===== src/rtl/pipeline_pkg.sv =====
// Shared pipeline definitions: fetch FSM state encoding and the canonical NOP.
package pipeline_pkg;

  typedef enum logic [1:0] {
    ST_REQ  = 2'b00,
    ST_WAIT = 2'b01,
    ST_KILL = 2'b10
  } fetch_state_e;

  localparam logic [31:0] NOP_INSTR = 32'h0000_0013;

endpackage


===== src/rtl/pc_register.sv =====
// Fetch program counter: reset to RESET_PC, loadable on redirect, +4 on each consumed fetch.
module pc_register #(
  parameter int                    DATA_WIDTH = 32,
  parameter logic [DATA_WIDTH-1:0] RESET_PC   = 32'h0000_0000
) (
  input  logic                  clk,
  input  logic                  rst,
  input  logic                  i_load,
  input  logic [DATA_WIDTH-1:0] i_load_pc,
  input  logic                  i_inc,
  output logic [DATA_WIDTH-1:0] o_pc
);

  logic [DATA_WIDTH-1:0] r_pc;

  // Load has priority over increment; increment wraps modulo 2^DATA_WIDTH.
  always_ff @(posedge clk or posedge rst) begin
    if (rst) begin
      r_pc <= RESET_PC;
    end else if (i_load) begin
      r_pc <= i_load_pc;
    end else if (i_inc) begin
      r_pc <= r_pc + DATA_WIDTH'(32'd4);
    end else begin
      r_pc <= r_pc;
    end
  end

  assign o_pc = r_pc;

endmodule


===== src/rtl/fetch_stage.sv =====
// Instruction fetch stage: REQ/WAIT/KILL request FSM feeding the IF/ID register.
// Optional MISALIGN_TRAP_EN adds fetch_misaligned and blocks fetches from unaligned redirect targets.
module fetch_stage
  import pipeline_pkg::*;
#(
  parameter int                    DATA_WIDTH  = 32,
  parameter int                    INSTRUCTION = 32,
  parameter logic [DATA_WIDTH-1:0] RESET_PC    = 32'h0000_0000
) (
  input  logic                   clk,
  input  logic                   rst,
  input  logic                   stall,
  input  logic                   redirect_en,
  input  logic [DATA_WIDTH-1:0]  redirect_pc,
  input  logic [INSTRUCTION-1:0] imem_rdata,
  input  logic                   imem_valid,
  output logic                   imem_req,
  output logic [DATA_WIDTH-1:0]  imem_addr,
  output logic [INSTRUCTION-1:0] instruction,
  output logic [DATA_WIDTH-1:0]  pc,
  output logic                   if_valid
`ifdef MISALIGN_TRAP_EN
  ,
  output logic                   fetch_misaligned
`endif
);

  fetch_state_e           r_state;
  fetch_state_e           w_next_state;
  logic [INSTRUCTION-1:0] r_instruction;
  logic [DATA_WIDTH-1:0]  r_pc;
  logic                   r_if_valid;
  logic [DATA_WIDTH-1:0]  w_fetch_pc;
  logic [DATA_WIDTH-1:0]  w_load_value;
  logic                   w_load_pc;
  logic                   w_inc_pc;
  logic                   w_capture;
  logic                   w_clear;
  logic                   w_req;
  logic                   w_misaligned;

`ifdef MISALIGN_TRAP_EN
  logic r_misaligned;

  // Sticky trap flag, re-evaluated only when a redirect lands.
  always_ff @(posedge clk or posedge rst) begin
    if (rst) begin
      r_misaligned <= 1'b0;
    end else if (redirect_en) begin
      r_misaligned <= (redirect_pc[1:0] != 2'b00);
    end else begin
      r_misaligned <= r_misaligned;
    end
  end

  assign w_misaligned     = r_misaligned;
  assign fetch_misaligned = r_misaligned;
  assign w_load_value     = redirect_pc;
`else
  assign w_misaligned = 1'b0;
  assign w_load_value = redirect_pc & ~DATA_WIDTH'(32'd3);
`endif

  pc_register #(
    .DATA_WIDTH (DATA_WIDTH),
    .RESET_PC   (RESET_PC)
  ) u_pc_register (
    .clk       (clk),
    .rst       (rst),
    .i_load    (w_load_pc),
    .i_load_pc (w_load_value),
    .i_inc     (w_inc_pc),
    .o_pc      (w_fetch_pc)
  );

  // Redirect beats stall and imem_valid; stall freezes IF/ID; an unstalled cycle without a load empties IF/ID.
  always_comb begin
    w_next_state = r_state;
    w_load_pc    = 1'b0;
    w_inc_pc     = 1'b0;
    w_capture    = 1'b0;
    w_clear      = 1'b0;
    w_req        = 1'b0;
    case (r_state)
      ST_REQ: begin
        if (redirect_en) begin
          w_load_pc    = 1'b1;
          w_clear      = 1'b1;
          w_next_state = ST_REQ;
        end else if (stall) begin
          w_next_state = ST_REQ;
        end else begin
          w_clear = 1'b1;
          if (!w_misaligned) begin
            w_req        = 1'b1;
            w_next_state = ST_WAIT;
          end else begin
            w_next_state = ST_REQ;
          end
        end
      end
      ST_WAIT: begin
        if (redirect_en) begin
          w_load_pc    = 1'b1;
          w_clear      = 1'b1;
          w_next_state = imem_valid ? ST_REQ : ST_KILL;
        end else if (stall) begin
          w_next_state = ST_WAIT;
        end else if (imem_valid) begin
          w_capture    = 1'b1;
          w_inc_pc     = 1'b1;
          w_next_state = ST_REQ;
        end else begin
          w_clear      = 1'b1;
          w_next_state = ST_WAIT;
        end
      end
      ST_KILL: begin
        if (redirect_en) begin
          w_load_pc    = 1'b1;
          w_clear      = 1'b1;
          w_next_state = ST_KILL;
        end else begin
          w_clear      = !stall;
          w_next_state = imem_valid ? ST_REQ : ST_KILL;
        end
      end
      default: begin
        w_next_state = ST_REQ;
      end
    endcase
  end

  // FSM state and IF/ID pipeline register.
  always_ff @(posedge clk or posedge rst) begin
    if (rst) begin
      r_state       <= ST_REQ;
      r_instruction <= INSTRUCTION'(NOP_INSTR);
      r_pc          <= '0;
      r_if_valid    <= 1'b0;
    end else begin
      r_state <= w_next_state;
      if (w_capture) begin
        r_instruction <= imem_rdata;
        r_pc          <= w_fetch_pc;
        r_if_valid    <= 1'b1;
      end else if (w_clear) begin
        r_instruction <= INSTRUCTION'(NOP_INSTR);
        r_pc          <= r_pc;
        r_if_valid    <= 1'b0;
      end else begin
        r_instruction <= r_instruction;
        r_pc          <= r_pc;
        r_if_valid    <= r_if_valid;
      end
    end
  end

  assign imem_req    = w_req & ~rst;
  assign imem_addr   = w_fetch_pc;
  assign instruction = r_instruction;
  assign pc          = r_pc;
  assign if_valid    = r_if_valid;

endmodule

===== config.mk =====
export PLATFORM = sky130hd
export DESIGN_NAME = fetch_stage
export DESIGN_NICKNAME = d
export VERILOG_FILES = /design/src/rtl/pipeline_pkg.sv /design/src/rtl/pc_register.sv /design/src/rtl/fetch_stage.sv
export SDC_FILE = /design/constraint.sdc
export NUM_CORES = 1
export LEC_CHECK = 0
export ABC_AREA = 1
export CORE_AREA = 2 2 112 114
export CTS_CLUSTER_SIZE = 40
export DETAILED_ROUTE_END_ITERATION = 10
export DIE_AREA = 0 0 114 116
export PLACE_DENSITY_LB_ADDON = 0.05
export RECOVER_POWER = 100
export SLEW_MARGIN = 10
export SYNTH_ARGS = -nofsm -noshare
export SYNTH_HDL_FRONTEND = slang
export SYNTH_HIERARCHICAL = 1
export SYNTH_SLANG_ARGS = --single-unit

===== constraint.sdc =====
create_clock -name clk -period 1.9 [get_ports clk]
set_input_delay 0.38 -clock clk [delete_from_list [all_inputs] [get_ports clk]]
set_output_delay 0.38 -clock clk [all_outputs]
set_load 0.02 [all_outputs]

==> flow_metrics.tcl <==
set metrics [dict create \
    drt.antenna.violating_nets 0 \
    layout-drive-gt1-share 0.106 \
    synthCells 627 \
    antenna_found_initial 0 \
    die_area_mm2 0.0132 \
    worst_hold_path.endpoint "pc[3]$_DFFE_PP0P_" \
    die-height_um 116 \
    numCtsBuffers 9 \
    wl_met3_um 731 \
    criticalPathCategory "reg -> out" \
    slew_headroom 0.295 \
    r2r_end "u_pc_register/o_pc[13]$_DFFE_PP0N_" \
    routabilityCongestion 0.836 \
    root_buffer "clkbuf_16" \
    p_comb_frac 0.326 \
    topRoutingLayerUsed "met4" \
    crit_fanout 2 \
    worst_pin_slew_ps 1060 \
    drc 0 \
    ys_ff_latch 99 \
    setup_violations 0 \
    clk_latency_ps 340 \
    rrSetupSlack_ps 130 \
    synth-edff-count 0 \
    maxCapViolCount 0 \
    start_util 0.418 \
    synth_ff_type "dfrtp_1" \
    drv_slew 0 \
    crit_path_top_delay_cell "clkdlybuf4s50_1" \
    viasPerCell 4.80 \
    grtUsageTotal 0.213 \
    slowest_delay_ps 610 \
    fin_skew_ps 7.31 \
    irDropWorstVdd_mv 0.472 \
    grt_pass1_vias 4523 \
    timing.final.crit_share 0.978 \
    dieWidth_um 114 \
    synth_top_cell_by_area "dfrtp_1" \
    fill_cells 1149 \
    max_freq_mhz 538 \
    netlist_area_mm2 0.00497 \
    start_kind "register" \
    first_pass_iters 5 \
    ios 167 \
    dr_wl_met2_mm 6.34 \
    worstPathRequired_ps 1520 \
    core_mm2 0.0119 \
    ys_top_cells_by_count "nand2_1, dfrtp_1, nand3_1" \
    synthArstFlopShare 1.00 \
    syn2layout_area_growth_pct 44.7 \
    syn_avg_cell_area_um2 7.93 \
    cts_tree "built" \
    min_path_cells 2 \
    min_period_ps 1860 \
    clock_path_buffers 2 \
    seqPwrFrac 0.405 \
    yosysSeqAreaShare 0.499 \
    crit_buf_inv 1 \
    drt_iter0_drc 323 \
    wl_per_cell_um 13.8 \
    port_buffers 164 \
    final_util 0.604 \
    htree_levels 3 \
    synth.top_cell.area_share 0.483 \
    fp-row-count 40 \
    power_density_mw_per_mm2 968 \
    p_sw_mw 2.39 \
    critPathTopFamily "buffers and inverters" \
    dp_cells 952 \
    power_frac_clock 0.269 \
    end_kind "primary output" \
    n_antenna_cell 0 \
    clkSinkCount 99 \
    hpwl_mm 10.1 \
    tns_ps 0 \
    r2r_cells 9 \
    hold_buffers 0 \
    overflow 0 \
    fin_nets 890 \
    p_total_mw 6.97 \
    synth_area_leaders "dfrtp_1, nand2_1, nand3_1, a22oi_1, inv_1" \
    switching_share 0.343 \
    rsz0062_at_grt "false" \
    p_leak_nw 3.63 \
    p_int_mw 4.58 \
    drt-met1-wl_mm 6.16 \
    grt_start_max_net_pins 44 \
    crit_chain "clkdlybuf4s50_1" \
    hp-start "pc[3]$_DFFE_PP0P_" \
    hold_class "reg -> reg" \
    grt_pass1_wl_mm 22.3 \
    cts.clk_slew.worst_paths_ps 70 \
    outcome "complete, no violations" \
    wl_mm 13.4 \
    yosys_warnings 6 \
    crit_arrival_ps 1480 \
    yosysMostFrequentCell "nand2_1" \
    synth_cell_types 28 \
    rr_startpoint "r_state[1]$_DFF_PP0_" \
    final_cells 968 \
    hold_violations 0 \
    vias 4644 \
]
[flip-flops by register name (all words and copies together), names as in the netlist]
signal / cells
instruction: 32
pc: 32
u_pc_register/o_pc: 32
r_state: 2
if_valid: 1
[layout make-up]
type                    instances  area (µm²)  area share
inverters                      37         143      0.0198
multi-input cells             468        2180       0.303
clock buffers                  11         243      0.0337
clock inverters                 5        62.6     0.00869
flip-flops and latches         99        2480       0.345
well taps                     147         184      0.0256
repair buffers                201        1900       0.264
[cells by family (layout without fill, tap and decap cells)]
group,count (synthesis),after routing,share of synthesized area
AND/OR/NAND/NOR,415,415,0.361
other,1,2,0.000754
flip-flops,99,99,0.499
AO/OA/AOI/OAI,40,40,0.0538
adder cells (fa/ha/maj),5,5,0.0126
buffers and inverters,61,254,0.0621
XOR/XNOR,6,6,0.0106
[repair_timing]
item,in CTS,in global routing
buffers inserted,0,0
resized for setup,4,12
endpoints found under the setup margin,3,12
endpoints found under the hold margin,0,0
[layer usage]
metal  GRT usage  up-vias
met5           0        -
met4      0.0610        0
met3      0.0335        9
met2       0.348      144
met1       0.295     2130
li1            -     2361
[stage by stage]
step | setup slack (ps) | hold WS [ps] | cell area, µm²
global placement | -150 | 455 | 7030
finish | 41.4 | 463 | 7200
detailed placement | -157 | 457 | 7030
floorplan | 216 | 496 | 4980
global route | 8.33 | 497 | 7200
CTS | 0.792 | 475 | 7330
[power groups by stage]
| stage | combinational [mW] | clock, mW | sequential [mW] |
|---|---|---|---|
| 2_1_floorplan | 0.661 | 0 | 3.37 |
| 3_3_place_gp | 2.45 | 0 | 2.87 |
| 3_5_place_dp | 2.48 | 0 | 2.88 |
| 4_1_cts | 2.49 | 1.92 | 2.84 |
| 5_1_grt | 2.48 | 2.03 | 2.90 |
| 6_report | 2.28 | 1.87 | 2.82 |
[layout by cell type, fill, tap and decap left out, types with 5 or more instances in the layout]
cell             netlist  routed
buf_4                  3      21
clkbuf_2               0       6
nor2_1                31      32
inv_1                 33      34
clkbuf_16              0       9
dfrtp_1               96      94
xor2_1                 6       6
buf_12                 0       5
a22oi_1               21      21
clkbuf_1               3      12
nor2_2                 7       6
o21ai_0                8       8
nand2_2                7       6
nand2_1              278     279
nand3_1               73      73
ha_1                   5       5
dlygate4sd3_1          0      73
nor2_4                11      11
clkdlybuf4s50_1        0      79
[worst max-delay path by stage]
stage	from	to	slack (ps)	depth (start not counted)
2_1_floorplan	r_state[1]$_DFF_PP0_	u_pc_register/o_pc[12]$_DFFE_PP0N_	220	10
3_3_place_gp	redirect_en	imem_req	-150	5
3_5_place_dp	redirect_en	imem_req	-160	5
4_1_cts	u_pc_register/o_pc[16]$_DFFE_PP0N_	imem_addr[16]	0.8	1
5_1_grt	instruction[0]$_DFFE_PP1P_	instruction[0]	8	1
6_report	instruction[4]$_DFFE_PP1P_	instruction[4]	40	1
No activity file was read; power rests on OpenSTA's default activity.
